==> src/rtl/sr_latch_driver.sv <==
// sr_latch_driver: debounces two bouncy buttons into clean, never-overlapping S/R pulses for an SR latch
module sr_latch_driver #(
   parameter int DEBOUNCE_CYCLES = 4,
   parameter int CNT_W           = 3,
   parameter int PULSE_WIDTH     = 2,
   parameter int PW_W            = 2
) (
   input  logic clk,
   input  logic rst_n,
   input  logic set_btn,
   input  logic reset_btn,
   output logic S,
   output logic R,
   output logic busy,
   output logic overrun
);
   typedef enum logic [1:0] {IDLE, PULSE_S, PULSE_R, GAP} state_t;
   state_t st, nxt;
   logic [1:0] sync1, sync2, db, db_q, req;
   logic [1:0][CNT_W-1:0] cnt;
   logic [PW_W-1:0] pc;
   logic pend_s, pend_r;
   assign req  = db & ~db_q;
   assign busy = (st != IDLE) | pend_s | pend_r;
   // bit 0 is the set channel, bit 1 the reset channel: synchronize, debounce, keep last debounced level
   always_ff @(posedge clk or negedge rst_n) begin
      if (!rst_n) begin
         sync1 <= '0;
         sync2 <= '0;
         db    <= '0;
         db_q  <= '0;
         cnt   <= '0;
      end else begin
         sync1 <= {reset_btn, set_btn};
         sync2 <= sync1;
         db_q  <= db;
         for (int i = 0; i < 2; i++) begin
            if (sync2[i] == db[i]) cnt[i] <= '0;
            else if (cnt[i] == CNT_W'(DEBOUNCE_CYCLES - 1)) begin
               db[i]  <= ~db[i];
               cnt[i] <= '0;
            end else cnt[i] <= cnt[i] + 1'b1;
         end
      end
   end
   // reset requests win over set requests; every pulse is followed by one GAP cycle and then IDLE
   always_comb begin
      nxt = st;
      case (st)
         IDLE:             nxt = (pend_r | req[1]) ? PULSE_R : (pend_s | req[0]) ? PULSE_S : IDLE;
         PULSE_S, PULSE_R: nxt = (pc == PW_W'(PULSE_WIDTH - 1)) ? GAP : st;
         GAP:              nxt = IDLE;
         default:          nxt = IDLE;
      endcase
   end
   // state, pulse width counter, registered S/R, pending flags and sticky lost-press flag
   always_ff @(posedge clk or negedge rst_n) begin
      if (!rst_n) begin
         st      <= IDLE;
         pc      <= '0;
         S       <= 1'b0;
         R       <= 1'b0;
         pend_s  <= 1'b0;
         pend_r  <= 1'b0;
         overrun <= 1'b0;
      end else begin
         st      <= nxt;
         pc      <= (nxt == st && (st == PULSE_S || st == PULSE_R)) ? pc + 1'b1 : '0;
         S       <= nxt == PULSE_S;
         R       <= nxt == PULSE_R;
         pend_s  <= (st == IDLE && nxt == PULSE_S) ? 1'b0 : (req[0] && st != PULSE_S) ? 1'b1 : pend_s;
         pend_r  <= (st == IDLE && nxt == PULSE_R) ? 1'b0 : (req[1] && st != PULSE_R) ? 1'b1 : pend_r;
         overrun <= overrun | (req[0] & (pend_s | (st == PULSE_S))) | (req[1] & (pend_r | (st == PULSE_R)));
      end
   end
endmodule
==> config.mk <==
export PLATFORM = sky130hd
export DESIGN_NAME = sr_latch_driver
export DESIGN_NICKNAME = d
export VERILOG_FILES = /design/src/rtl/sr_latch_driver.sv
export SDC_FILE = /design/constraint.sdc
export NUM_CORES = 1
export LEC_CHECK = 0
export BUFFER_PORTS_ARGS = -buffer_cell sky130_fd_sc_hd__buf_2
export CAP_MARGIN = 25
export CORE_MARGIN = 2
export CORE_UTILIZATION = 30
export DETAILED_ROUTE_END_ITERATION = 16
export GPL_ROUTABILITY_DRIVEN = 0
export SLEW_MARGIN = 0
export SYNTH_ARGS = -nofsm -noshare
export SYNTH_HDL_FRONTEND = slang
export SYNTH_SLANG_ARGS = --single-unit
==> constraint.sdc <==
create_clock -name clk -period 1.53 [get_ports clk]
set_input_delay 0.306 -clock clk [delete_from_list [all_inputs] [get_ports clk]]
set_output_delay 0.306 -clock clk [all_outputs]
set_load 0.02 [all_outputs]
Yosys cells after proc, flatten, opt, wreduce, memory -nomap -nowiden
Cells that the tools add are included.

operators by class
  $add $sub $neg = 3
  eq/ne operators = 13
  mux-type cells = 13
  bitwise gates (word level) = 16
  reductions and logical operators = 13

operators with widths
  cell                                                                      count
  3-bit two-way mux                                                         4
  1-bit bitwise OR                                                          8
  3-bit by 1-bit adder with 3-bit output (second input constant)            2
  2-bit by 1-bit == test with 1-bit output (second input constant)          3
  2-bit == test (second input constant)                                     3
  3-bit by 2-bit == test with 1-bit output (second input constant)          2
  2-bit two-way mux                                                         3
  2-bit one-hot mux with 3 select lines                                     1
  2-bit nonzero test                                                        3
  1-bit logical AND                                                         5
  1-bit two-way mux                                                         5
  1-bit NOT                                                                 4
  2-bit AND reduction                                                       2
  2-bit by 1-bit adder with 2-bit output (second input constant)            1
  1-bit bitwise AND                                                         2
  2-bit bitwise AND                                                         1
  1-bit == test                                                             2
  2-bit == test                                                             1
  2-bit zero test                                                           1
  2-bit by 1-bit inequality test with 1-bit output (second input constant)  1
  2-bit inequality test (second input constant)                             1
  2-bit NOT                                                                 1
  2-bit OR reduction                                                        1
  1-bit logical OR                                                          1

word-level totals
  register bits after elaboration = 23
  bits of input ports = 4
  output and inout bits = 4
  word-level logic and storage cells = 72

Longest topological paths before layout
  word-level depth = 9
  gate-level depth with buffers = 6

Worst setup path before layout
OpenSTA, ideal clock, no wires.

  kind = register -> register
  start point = reg st[1]
  end point = reg pc[0]
  setup time = 0.077 ns
  arrival = 1.348 ns
  data required time = 1.453 ns
  setup slack = 0.105 ns
  cell stages (with the launch flop) = 7
  period minus slack after synthesis = 1.425 ns
  cell sequence = dfrtp_1 > inv_1 > ha_1 > nor2b_1 > o21ai_1 > nand3_1 > a21oi_1

on the way
  longest elaborated chain between the ends = 6
  elaborated cells between the ends (all ways) = 11
  classes of those cells = 4 x eq/ne; 3 x mux; 4 x reduce/logical

ends and longest elaborated chain
  what                                                                              line    source
  from (decl)                                                                       18      state_t st, nxt;
  from (signal assigned)                                                            67      st <= nxt;
  2-bit by 1-bit == test with 1-bit output / 2-bit == test (equally long branches)  49, 68
  2-bit OR reduction                                                                49      case (st)
  2-bit one-hot mux with 3 select lines                                             49
  2-bit == test                                                                     68      pc <= (nxt == st && (st == PULSE_S || st == PULSE_R)) ? pc + 1'b1 : '0;
  1-bit logical AND *                                                               68
  2-bit two-way mux *                                                               68
  to (signal assigned)                                                              68
  to (decl)                                                                         21      logic [PW_W-1:0] pc;

Every way passes the cells marked *; elsewhere a longest branch is shown, timed or not.
A chain may end at the register's enable or synchronous reset.

Worst setup path in the final report
  start point = reg st[0]
  end point = out busy

on the way
  longest elaborated chain between the ends = 3

ends and longest elaborated chain
  what                            line  source
  2-bit nonzero test              24    assign busy = (st != IDLE) | pend_s | pend_r;
  1-bit bitwise OR (2 in series)  24
  to (decl)                       14    output logic busy,

No other way between the ends.

==> results.sh <==
export IMPL_timing_final_max_slew_violations=0
export IMPL_timing_worst_setup_path_type="register to primary output"
export IMPL_avgSynthCellArea_um2=12.2
export IMPL_remaining_drc_errors=0
export IMPL_placement_rows=20
export IMPL_postRouteWirelength_um=1530
export IMPL_drive_gt1_share_pct=27.8
export IMPL_count_of_flip_flops_with_a_built_in_enable_after_synthesis=0
export IMPL_clockRootBuffer="clkbuf_4"
export IMPL_num_nets_final=109
export IMPL_cellPowerDensity_nw_per_um2=1880
export IMPL_crit_path_max_fanout=4
export IMPL_clk_pin_slew_worst_paths_ns=0.12
export IMPL_worstMarginPinSlew_ns=0.501
export IMPL_wire_length_of_the_first_global_routing_pass_um=2790
export IMPL_drt_first_pass_iters=4
export IMPL_grt_usage_pct=10.2
export IMPL_timing_clock_skew_ns=0.00327
export IMPL_wl_per_cell_um=10.9
export IMPL_syn_nets=92
export IMPL_clock_sinks=23
export IMPL_ctsHtreeMaxLevel=1
export IMPL_yosys_most_used_dff="dfrtp_1"
export IMPL_static_leakage_power_uw=0.000517
export IMPL_post_synth_top_area_fraction_pct=58.2
export IMPL_max_cap_violations=0
export IMPL_worst_ir_drop_vdd_uv=506
export IMPL_detailed_place_area_um2=1090
export IMPL_yosys_warnings=0
export IMPL_area_growth_synth_to_final_pct=18.1
export IMPL_placed_cells=134
export IMPL_number_of_buffers_added_by_the_clock_tree_synthesis_step=3
export IMPL_detail_route_wirelength_met1_um=753
export IMPL_cts_path_max_buffers=2
export IMPL_worst_setup_slack_post_dpl_ns=-0.00581
export IMPL_dr_first_iter_drc_count=9
export IMPL_cts_tree="yes"
export IMPL_antenna_left=0
export IMPL_antenna_found_initial=0
export IMPL_worstSetupStartpointType="register"
export IMPL_starting_density_of_the_core_pct=31.9
export IMPL_finish_instance_area_um2=1170
export IMPL_insertion_delay_ns=0.30
export IMPL_synthesis_instances=81
export IMPL_synth_top_cell_by_area="dfrtp_1"
export IMPL_detailed_place_hpwl_um=1180
export IMPL_vias_per_cell=4.44
export IMPL_asyncSetResetFlopFracSynth_pct=100
export IMPL_maxClockFrequency_mhz=686
export IMPL_vias_in_the_first_global_route=664
export IMPL_dr_wl_met2_um=720
export IMPL_worst_slew_margin_rel_pct=66.6
export IMPL_syn_area_um2=988
export IMPL_layout_worst_path_cycle_share_pct=95.3
export IMPL_fin_worst_hold_slack_ns=0.102
export IMPL_hold_viol_final=0
export IMPL_fp_dieArea_um2=3770
export IMPL_netlist_cell_type_count=24
export IMPL_final_min_clock_period_ns=1.46
export IMPL_topRoutingLayerUsed="met3"
export IMPL_floorplan_die_height_um=61.4
export IMPL_grt_setup_unrepaired="true"
export IMPL_stdcell_count=141
export IMPL_timing_hold_worst_class="input port to register"
export IMPL_final_cell_mix="dfrtp_1, nor3b_1, buf_2"
export IMPL_setup_slack_ns=0.0723
export IMPL_endpoint_kind="primary output"
export IMPL_fp_dieW_um=61.4
export IMPL_worst_ep_arrival_time_ns=1.15
export IMPL_ios=8
export IMPL_synth_seq_area_share_pct=58.2
export IMPL_final_setup_viol_count=0
export IMPL_run_status="completed"
export IMPL_synth_top_cells_by_area="dfrtp_1, ha_1, nor3b_1, mux2_2, a21oi_1"
export IMPL_post_synthesis_sequential_element_count=23
export IMPL_detailroute_via_count=626
export IMPL_utilization_pct=37.6
export IMPL_worst_ep_required_time_ns=1.22
export IMPL_placement_io_buffers=7
export IMPL_grt_remaining_overflow=0
export IMPL_core_area_um2=3100
export IMPL_grt_max_degree=24
export IMPL_met3WireLength_um=57
export IMPL_mostFrequentLayoutCell="dfrtp_1"
export IMPL_insertedDiodeCount=0
## worst paths after layout
| kind | end | depth (start not counted) | from | slack, ns |
|---|---|---|---|---|
| hold reg to reg | sync2[0] | 0 | sync1[0] | 0.36 |
| max in group asynchronous | sync1[0] | 2 | rst_n | 0.70 |
| min in group asynchronous | pc[0] | 2 | rst_n | 0.49 |
| setup reg to reg | pc[1] | 5 | st[0] | 0.14 |
| hold / removal | sync1[1] | 1 | reset_btn | 0.10 |
| setup / recovery | busy | 4 | st[0] | 0.07 |
## per-stage QoR
stage                     TNS (ns)  power (uW)
final                            0        2190
after floorplan                  0        1600
after detailed placement   -0.0105        1860
after global placement           0        1820
after CTS                        0        2170
after global routing      -0.00787        2400
## final cells by class
cell class / instances / area [um2]
Clock buffer: 3 / 22.5
Multi-Input combinational cell: 53 / 415
Fill cell: 340 / 1940
Tap cell: 44 / 55.1
Sequential cell: 23 / 576
Clock inverter: 1 / 5.00
Inverter: 5 / 18.8
Timing Repair Buffer: 12 / 75.1
## cells by family (layout without fill, tap and decap cells)
logic type      count (synthesis)  count (layout)  share of synthesized area [%]
buf+inv                         5              21                           1.90
xor+xnor                        2               2                           1.77
mux                             3               3                           3.42
simple gates                   27              27                           16.1
flops                          23              23                           58.2
compound gates                 14              14                           9.75
fa+ha+maj                       7               7                           8.86
## worst max-delay path: stages, from the launching register on
cell	delay, ns
dfrtp_1	0.40
inv_2	0.10
ha_4	0.15
nand2_1	0.05
buf_2	0.15
## state kept, by name, indices dropped and copies added (netlist names)
name	cells
sync2	2
S	1
pc	2
pend_r	1
sync1	2
R	1
pend_s	1
cnt	6
db	2
st	2
db_q	2
overrun	1
## synth_stat cells, types with 2 or more instances
master	n
ha_1	7
nand3_1	3
o21ai_0	2
dfrtp_1	23
mux2_2	3
nor2_1	4
inv_1	5
a21oi_1	5
nor2b_1	4
nor3b_1	7
xnor2_1	2
nand2_1	3
nor3_1	2
## where the power goes
group          switching, uW  internal [uW]  leakage (uW)  total, uW
clock                    169           97.4     0.0000177        266
sequential               118            797      0.000284        915
combinational            529            480      0.000216       1010
total                    816           1370      0.000517       2190
## layer usage
layer | up-vias | global-route usage (%)
li1 | 313 | -
met1 | 304 | 13.1
met2 | 9 | 16.3
met3 | 0 | 4.41
met4 | 0 | 1.82
met5 | - | 0
## timing repair
item / 4_1_cts / 5_1_grt
endpoints found under the setup margin: 3 / 4
hold buffers: 1 / 0
cloned: 0 / 0
gates resized for setup: 3 / 4
hold endpoints to repair: 23 / 0
buffers inserted: 2 / 0
(Power assumes the default switching activity.)
